===== src/rtl/outport_ctrl_n_pkg.sv =====
// Shared router definitions: output-port FSM encoding and packed dst-bus width helpers.
package outport_ctrl_n_pkg;

    typedef enum logic {
        IDLE   = 1'b0,
        LOCKED = 1'b1
    } oc_state_t;

    // Width of a packed per-input destination bus (input i at [i*portw +: portw]).
    function automatic int dst_bus_w(input int nport, input int portw);
        return nport * portw;
    endfunction

    // Width of an index into nport inputs; never zero so single-port builds still elaborate.
    function automatic int ptr_w(input int nport);
        return (nport > 1) ? $clog2(nport) : 1;
    endfunction

endpackage


===== src/rtl/rr_arb_n.sv =====
// Round-robin arbiter: grants the first set request at or after ptr, wrapping to index 0.
// Purely combinational; one-hot or zero output.
module rr_arb_n
    import outport_ctrl_n_pkg::*;
#(
    parameter int NPORT = 5
) (
    input  logic [NPORT-1:0]          req,
    input  logic [ptr_w(NPORT)-1:0]   ptr,
    output logic [NPORT-1:0]          grt
);

    int   idx;
    logic found;

    always_comb begin
        grt   = '0;
        found = 1'b0;
        idx   = 0;
        for (int k = 0; k < NPORT; k++) begin
            idx = int'(ptr) + k;
            if (idx >= NPORT) begin
                idx = idx - NPORT;
            end
            if (!found && req[idx]) begin
                grt[idx] = 1'b1;
                found    = 1'b1;
            end
        end
    end

endmodule


===== src/rtl/outport_ctrl_n.sv =====
// Per-output-port crossbar controller: two-class round-robin arbitration, packet locking
// head-to-tail, downstream credit tracking and a registered crossbar select.
module outport_ctrl_n
    import outport_ctrl_n_pkg::*;
#(
    parameter int NPORT   = 5,
    parameter int PORTW   = 3,
    parameter int PORTID  = 0,
    parameter int CREDITS = 4,
    parameter int CNTW    = 3
) (
    input  logic                              clk,
    input  logic                              rst_,
    input  logic [NPORT-1:0]                  req,
    input  logic [dst_bus_w(NPORT,PORTW)-1:0] dst,
    input  logic [NPORT-1:0]                  tail,
    input  logic [NPORT-1:0]                  prio,
    input  logic                              credit_in,
    output logic [NPORT-1:0]                  grt,
    output logic [NPORT-1:0]                  sel,
    output logic                              busy,
    output logic [CNTW-1:0]                   credit_cnt,
    output logic                              ovf_err
);

    localparam int PTRW = ptr_w(NPORT);

    oc_state_t        state_q;
    logic [PTRW-1:0]  owner_q;
    logic [PTRW-1:0]  ptr_q;
    logic [NPORT-1:0] sel_q;
    logic [CNTW-1:0]  cnt_q, cnt_d;
    logic             ovf_q, ovf_d;

    logic [NPORT-1:0] match;
    logic [NPORT-1:0] hmask;
    logic [NPORT-1:0] cand;
    logic [NPORT-1:0] arb_grt;
    logic [NPORT-1:0] owner_oh;
    logic [PTRW-1:0]  win_idx;
    logic [PTRW-1:0]  next_ptr;
    logic             ok;
    logic             xfer;
    logic             tail_win;

    always_comb begin
        match = '0;
        for (int i = 0; i < NPORT; i++) begin
            match[i] = req[i] && (dst[i*PORTW +: PORTW] == PORTW'(PORTID));
        end
    end

    assign ok    = (cnt_q != '0);
    assign hmask = match & prio;
    assign cand  = (|hmask) ? hmask : match;

    rr_arb_n #(
        .NPORT (NPORT)
    ) u_arb (
        .req (cand),
        .ptr (ptr_q),
        .grt (arb_grt)
    );

    assign owner_oh = NPORT'(1) << owner_q;

    // While locked, only the owner may move, regardless of other inputs' class.
    always_comb begin
        grt = '0;
        if (!rst_ && ok) begin
            if (state_q == IDLE) begin
                grt = arb_grt;
            end else if (match[owner_q]) begin
                grt = owner_oh;
            end
        end
    end

    assign xfer     = |grt;
    assign tail_win = |(grt & tail);

    always_comb begin
        win_idx = '0;
        for (int i = 0; i < NPORT; i++) begin
            if (grt[i]) begin
                win_idx = PTRW'(i);
            end
        end
    end

    assign next_ptr = (win_idx == PTRW'(NPORT-1)) ? '0 : win_idx + PTRW'(1);

    // A returned credit with nothing consumed at full count saturates and flags overflow.
    always_comb begin
        cnt_d = cnt_q;
        ovf_d = ovf_q;
        if (xfer && !credit_in) begin
            cnt_d = cnt_q - CNTW'(1);
        end else if (credit_in && !xfer) begin
            if (cnt_q == CNTW'(CREDITS)) begin
                ovf_d = 1'b1;
            end else begin
                cnt_d = cnt_q + CNTW'(1);
            end
        end
    end

    always_ff @(posedge clk) begin
        if (rst_) begin
            state_q <= IDLE;
            owner_q <= '0;
            ptr_q   <= '0;
            sel_q   <= '0;
            cnt_q   <= CNTW'(CREDITS);
            ovf_q   <= 1'b0;
        end else begin
            cnt_q <= cnt_d;
            ovf_q <= ovf_d;
            if (xfer) begin
                sel_q <= grt;
            end
            case (state_q)
                IDLE: begin
                    if (xfer) begin
                        if (tail_win) begin
                            ptr_q <= next_ptr;
                        end else begin
                            state_q <= LOCKED;
                            owner_q <= win_idx;
                        end
                    end
                end
                LOCKED: begin
                    if (xfer && tail_win) begin
                        state_q <= IDLE;
                        ptr_q   <= next_ptr;
                    end
                end
                default: state_q <= IDLE;
            endcase
        end
    end

    assign sel        = sel_q;
    assign busy       = (state_q == LOCKED);
    assign credit_cnt = cnt_q;
    assign ovf_err    = ovf_q;

endmodule


===== config.mk =====
export PLATFORM = sky130hd
export DESIGN_NAME = outport_ctrl_n
export DESIGN_NICKNAME = d
export VERILOG_FILES = /design/src/rtl/outport_ctrl_n_pkg.sv /design/src/rtl/rr_arb_n.sv /design/src/rtl/outport_ctrl_n.sv
export SDC_FILE = /design/constraint.sdc
export NUM_CORES = 1
export LEC_CHECK = 0
export ABC_AREA = 1
export ABC_CLOCK_PERIOD_IN_PS = 4300
export CAP_MARGIN = 10
export CORE_MARGIN = 4
export CORE_UTILIZATION = 44
export DETAILED_ROUTE_END_ITERATION = 16
export HOLD_SLACK_MARGIN = 0.05
export PLACE_DENSITY_LB_ADDON = 0.2
export SYNTH_ARGS = -nofsm -noshare
export SYNTH_HDL_FRONTEND = slang
export SYNTH_HIERARCHICAL = 1
export SYNTH_SLANG_ARGS = --single-unit

===== constraint.sdc =====
create_clock -name clk -period 4.3 [get_ports clk]
set_input_delay 0.86 -clock clk [delete_from_list [all_inputs] [get_ports clk]]
set_output_delay 0.86 -clock clk [all_outputs]
set_load 0.01 [all_outputs]

==> impl_metrics.tcl, run 1 <==
set metrics [dict create \
    status "finished clean" \
    syn_area_per_cell_sq_um 5.56 \
    initial_core_util_pct 46.6 \
    overflow 0 \
    diodes 0 \
    post-route-min-period_ns 4.19 \
    finalHoldViolCount 0 \
    setup_viol 0 \
    yosys_warnings 6 \
    synthCells 473 \
    cp_slowest_cell "fa_2" \
    ant_nets 0 \
    pre_cts_ws_ns -0.721 \
    stdcell_area_sq_mm 0.00407 \
    synth_edf_count 0 \
    regArea_sq_um 320 \
    ios 48 \
    setup.worst_path.class "primary input to register" \
    dr_total_vias 3522 \
    cts_root_buffer "clkbuf_8" \
    rsz0062_at_grt "true" \
    wire_per_inst_um 13.9 \
    yosys_register_bits 16 \
    dieArea_sq_mm 0.00728 \
    yosysTopAreaCellShare_pct 19.5 \
    die_h_um 85.3 \
    h-tree-depth 1 \
    start_kind "primary input" \
    final_nets 643 \
    max_clock_freq_mhz 238 \
    cts_buffers 3 \
    power_density_mw_per_mm2 740 \
    firstDrtPassIters 5 \
    grt_max_degree 18 \
    ir_drop_mv 0.672 \
    grt_pass1_wl_um 14900 \
    slew_violations 0 \
    worst_pin_slew_ns 0.527 \
    synthArstFlopShare_pct 0 \
    clock_path_buffers 2 \
    drc 0 \
    whs_ns 0.451 \
    num-fill-cells 469 \
    max_stage_delay_ns 0.34 \
    place_hpwl_um 6660 \
    holdPathStages 2 \
    first_global_vias 3338 \
    fin_worst_skew_ns 0.00759 \
    synth_seq_area_share_pct 12.2 \
    relSlewSlack_pct 64.8 \
    port_buffers 47 \
    period_share_pct 97.5 \
    arrival_ns 4.33 \
    syn_area_sq_mm 0.00263 \
    wl_um 9190 \
    fin_cells 663 \
    drive_gt1_share_pct 34.3 \
    leakagePower_nw 2.11 \
    gp_congestion 0.938 \
    synth.area.top_cells "nand2_1, dfxtp_1, nand3_1" \
    multi_input_area_sq_mm 0.00234 \
    yosys-top-cells-count "nand2_1, nand3_1, inv_1" \
    min_path_type "register to register" \
    drt-initial-drc-count 270 \
    cap_viol_max_count 0 \
    power_mw 3.01 \
    reg2reg_depth 27 \
    yosysMostFrequentCell "nand2_1" \
    synth_nets 524 \
    clkSlewWorstSetupHoldPaths_ns 0.06 \
    antenna_found_initial 0 \
    clkSinkCount 16 \
    clkLatencyLatePin_ns 0.26 \
    end_kind "register" \
    dp.cells 631 \
    gr-usage-all-layers_pct 24.6 \
    cp_max_fo 7 \
    core-area_sq_mm 0.00564 \
    die_w_um 85.3 \
    placed_area_sq_mm 0.00350 \
    worstPathRequired_ns 4.44 \
    yosys.area.top_type "nand2_1" \
    cts_hold_buf 0 \
    yosysUniqueCellTypes 37 \
    timing.final.ws_setup_ns 0.106 \
    cts_tree "done" \
    syn_to_final_growth_pct 54.7 \
    vias_per_cell 5.31 \
    row_count 27 \
    synth-main-ff-cell "dfxtp_1" \
]
==> cells in the final DEF (no fill, tap or decap), drive strengths merged <==
cell type / count
clkdlybuf4s15: 11
a31oi: 2
inv: 73
clkbuf: 10
o22ai: 1
o31ai: 1
fa: 2
nand2: 151
nand3: 67
a31o: 1
a211oi: 1
nor3: 6
o21bai: 2
nand3b: 2
dlygate4sd2: 3
dlymetal6s2s: 4
nor4: 1
buf: 77
ha: 16
a21oi: 26
xor2: 2
o221ai: 1
clkdlybuf4s50: 17
nor2: 67
nor3b: 1
nand4: 17
o21ai: 13
dfxtp: 16
==> through the flow <==
stage / util, % / setup TNS [ns]
global placement: 62.1 / -4.19
CTS: 68.5 / 0
floorplan: - / 0
global route: 72.2 / -0.135
detailed placement: 62.1 / -4.68
finish: 72.2 / 0
==> timing repair <==
action / 4_1_cts / 5_1_grt
cloned: 1 / 0
gates resized for setup: 89 / 81
buffers inserted: 22 / 5
pin swaps: 41 / 50
setup endpoints to repair: 8 / 8
==> path summary, 6_finish.rpt <==
path,endpoint,from,slack (ns)
worst max-delay path,credit_cnt[2],dst[4],0.11
worst min-delay path,ovf_err,ovf_err,0.45
worst max register to register,credit_cnt[2],ptr_q[0],0.23
worst min register to register,ovf_err,ovf_err,0.45
==> layer usage <==
layer / routed length, um / part of all wire, % / track usage (%)
met5: 0 / 0 / 0
met3: 567 / 6.2 / 3.88
met4: 150 / 1.6 / 5.32
met2: 4600 / 50 / 43.8
met1: 3880 / 42 / 31.0
==> where the power goes <==
group / internal [mW] / switching (mW)
sequential: 0.196 / 0.0430
clock: 0.0814 / 0.0565
combinational: 1.04 / 1.60
total: 1.31 / 1.70
==> worst max-delay path: cells and delay by family <==
family	cells	cell delay, ns
AOI/OAI and AO/OA	7	0.81
xor gates and xnor gates	1	0.15
adders and majority gates	2	0.47
buffers and inverters	6	0.59
and+or+nand+nor	14	1.43
==> flip-flops by register name, indices dropped and copies added, names as in the netlist, named ones only <==
register,flops
credit_cnt,3
sel,5
ptr_q,3
owner_q,3
ovf_err,1
==> logic make-up after synthesis <==
group                    after synthesis  synth area share (%)
AND/OR/NAND/NOR                      311                  54.8
flip-flops                            16                  12.2
adder cells (fa/ha/maj)               18                  9.13
buffers and inverters                 78                  11.6
AO/OA/AOI/OAI                         48                  11.6
XOR/XNOR                               2                 0.666
==> layout make-up <==
cell class	instances	share of cell area, %
clock buffer	4	1.35
tap	72	2.21
sequential	16	7.87
multi-input combinational	380	57.5
timing repair buffer	118	24.2
inverter	73	6.79
Note: power is estimated with default switching activity, not from simulation.
==> run 2, diff against run 1 <==
Settings changed: MAX_ROUTING_LAYER set to met4.
==> run 2 against run 1 <==
  * Worst hold slack is essentially flat
  * Final cell count shrank 0.90%
  * Sequential share of layout area is essentially flat
  * Wire length shrank 1.0%
  * Sequential power is essentially flat
  * Worst setup slack lost 0.067 ns
==> impl_metrics.tcl, run 2 (same netlist as run 1, synthesis figures left out) <==
set metrics [dict create \
    ir_drop_mv 0.548 \
    largest_reg_flops 5 \
    port_buffers 47 \
    clkSinkCount 16 \
    antenna_found_initial 0 \
    max_clock_freq_mhz 235 \
    gp_congestion 0.961 \
    die_h_um 85.3 \
    die_w_um 85.3 \
    diodes 0 \
    vias_per_cell 5.33 \
    finalSetupTns_ns 0 \
    multi_input_area_sq_mm 0.00238 \
    wire_per_inst_um 13.8 \
    wl_um 9100 \
    overflow 0 \
    cts_root_buffer "clkbuf_8" \
    regArea_sq_um 320 \
    rsz0062_at_grt "true" \
    fin_cells 657 \
    post-route-min-period_ns 4.26 \
    layout_commonest_cell "nand2_1" \
    dp.cells 631 \
    power_mw 3.14 \
    core-area_sq_mm 0.00564 \
    worst_pin_slew_ns 0.562 \
    num-fill-cells 462 \
    final_nets 637 \
    worstPathRequired_ns 4.44 \
    setup_viol 0 \
    cts_buffers 3 \
    leakagePower_nw 2.09 \
    firstDrtPassIters 6 \
    cap_viol_max_count 0 \
    first_global_vias 3218 \
    holdPathStages 2 \
    grt_pass1_wl_um 14300 \
    clkLatencyLatePin_ns 0.26 \
    arrival_ns 4.40 \
    critPathMostFrequentCell "inv_2" \
    ant_nets 0 \
    pre_cts_ws_ns -0.737 \
    slew_violations 0 \
    cp_slowest_cell "fa_2" \
    min_path_type "register to register" \
    max_stage_delay_ns 0.34 \
    cts_tree "done" \
    row_count 27 \
    drc 0 \
    period_share_pct 99.1 \
    timing.final.ws_setup_ns 0.0396 \
    start_kind "primary input" \
    clkSlewWorstSetupHoldPaths_ns 0.07 \
    r2r_start "ptr_q[1]" \
    end_kind "register" \
    place_hpwl_um 6590 \
    grt_max_degree 18 \
    setup.worst_path.class "primary input to register" \
    worstHoldStart "ovf_err" \
    finish.utilization_pct 72.5 \
    fin_worst_skew_ns 0.00525 \
    dr_total_vias 3499 \
    relSlewSlack_pct 62.5 \
    min_to "ovf_err" \
    dieArea_sq_mm 0.00728 \
    h-tree-depth 1 \
    initial_core_util_pct 46.6 \
    syn_to_final_growth_pct 55.4 \
    status "finished clean" \
    drive_gt1_share_pct 36.4 \
    clock_path_buffers 2 \
    r2r_slack_ns 0.12 \
    power_density_mw_per_mm2 769 \
    gr-usage-all-layers_pct 24.3 \
    drt-initial-drc-count 344 \
    cp_max_fo 5 \
    r2r_end "credit_cnt[2]" \
    finalHoldViolCount 0 \
    ios 48 \
    final_cell_mix "nand2_1, buf_4, nand3_1" \
    reg2reg_depth 31 \
]
[run 2: cell count changes in the layout (fill, tap and decap cells not counted), moves of 5 or more]
cell     before  now
buf_4        65   57
nand2_2      21   30
nand2_1     122  117
nand3_1      52   46
nor2_1       47   42
nand3_2      11   18
nor2_2        9   17
[run 2: critical path: cells and delay by family]
kind	cells	cell delay, ns
XOR/XNOR	1	0.15
adder cells (fa/ha/maj)	2	0.47
AO/OA/AOI/OAI	5	0.65
buffers and inverters	10	0.73
AND/OR/NAND/NOR	16	1.53
[run 2: metal layers]
metal | part of all wire [%] | up-vias | track usage [%]
li1 | - | 1757 | -
met1 | 43 | 1563 | 31.0
met2 | 48 | 156 | 41.2
met3 | 6.9 | 23 | 2.62
met4 | 2.5 | 0 | 5.18
met5 | 0 | - | -
[run 2: area by class of cell]
class | instances | share of cell area [%]
Clock buffer | 4 | 1.35
Inverter | 73 | 6.82
Tap cell | 72 | 2.20
Sequential cell | 16 | 7.83
Multi-Input combinational cell | 380 | 58.2
Timing Repair Buffer | 112 | 23.6
[run 2: timing repair]
action / in CTS / in global routing
cloned: 1 / 0
buffers inserted: 13 / 9
endpoints found under the setup margin: 8 / 8
hold buffers: 0 / 0
gates resized for setup: 86 / 97
pin swaps: 39 / 66
[run 2: worst max-delay path by stage]
| stage | from | endpoint | slack, ns | cells past startpoint |
|---|---|---|---|---|
| 3_5_place_dp | dst[13] | grt[3] | -0.74 | 21 |
| 6_report | dst[12] | credit_cnt[2] | 0.04 | 34 |
| 3_3_place_gp | dst[12] | grt[3] | -0.68 | 19 |
| 5_1_grt | dst[12] | credit_cnt[2] | -0.23 | 34 |
| 2_1_floorplan | dst[12] | credit_cnt[2] | 0.12 | 29 |
| 4_1_cts | req[0] | credit_cnt[1] | 0.001 | 33 |
[run 2: power breakdown]
| part | leakage, nW | total [mW] | switching [mW] | internal, mW |
|---|---|---|---|---|
| clock network | 0.0288 | 0.142 | 0.0609 | 0.0815 |
| logic | 1.93 | 2.76 | 1.64 | 1.12 |
| registers | 0.132 | 0.240 | 0.0441 | 0.196 |
[run 2: metrics by stage]
stage / instance area (sq um) / hold slack [ns]
floorplan: 2630 / 0.468
global placement: 3500 / 0.439
detailed placement: 3500 / 0.446
CTS: 3800 / 0.457
global route: 4090 / 0.491
finish: 4090 / 0.452
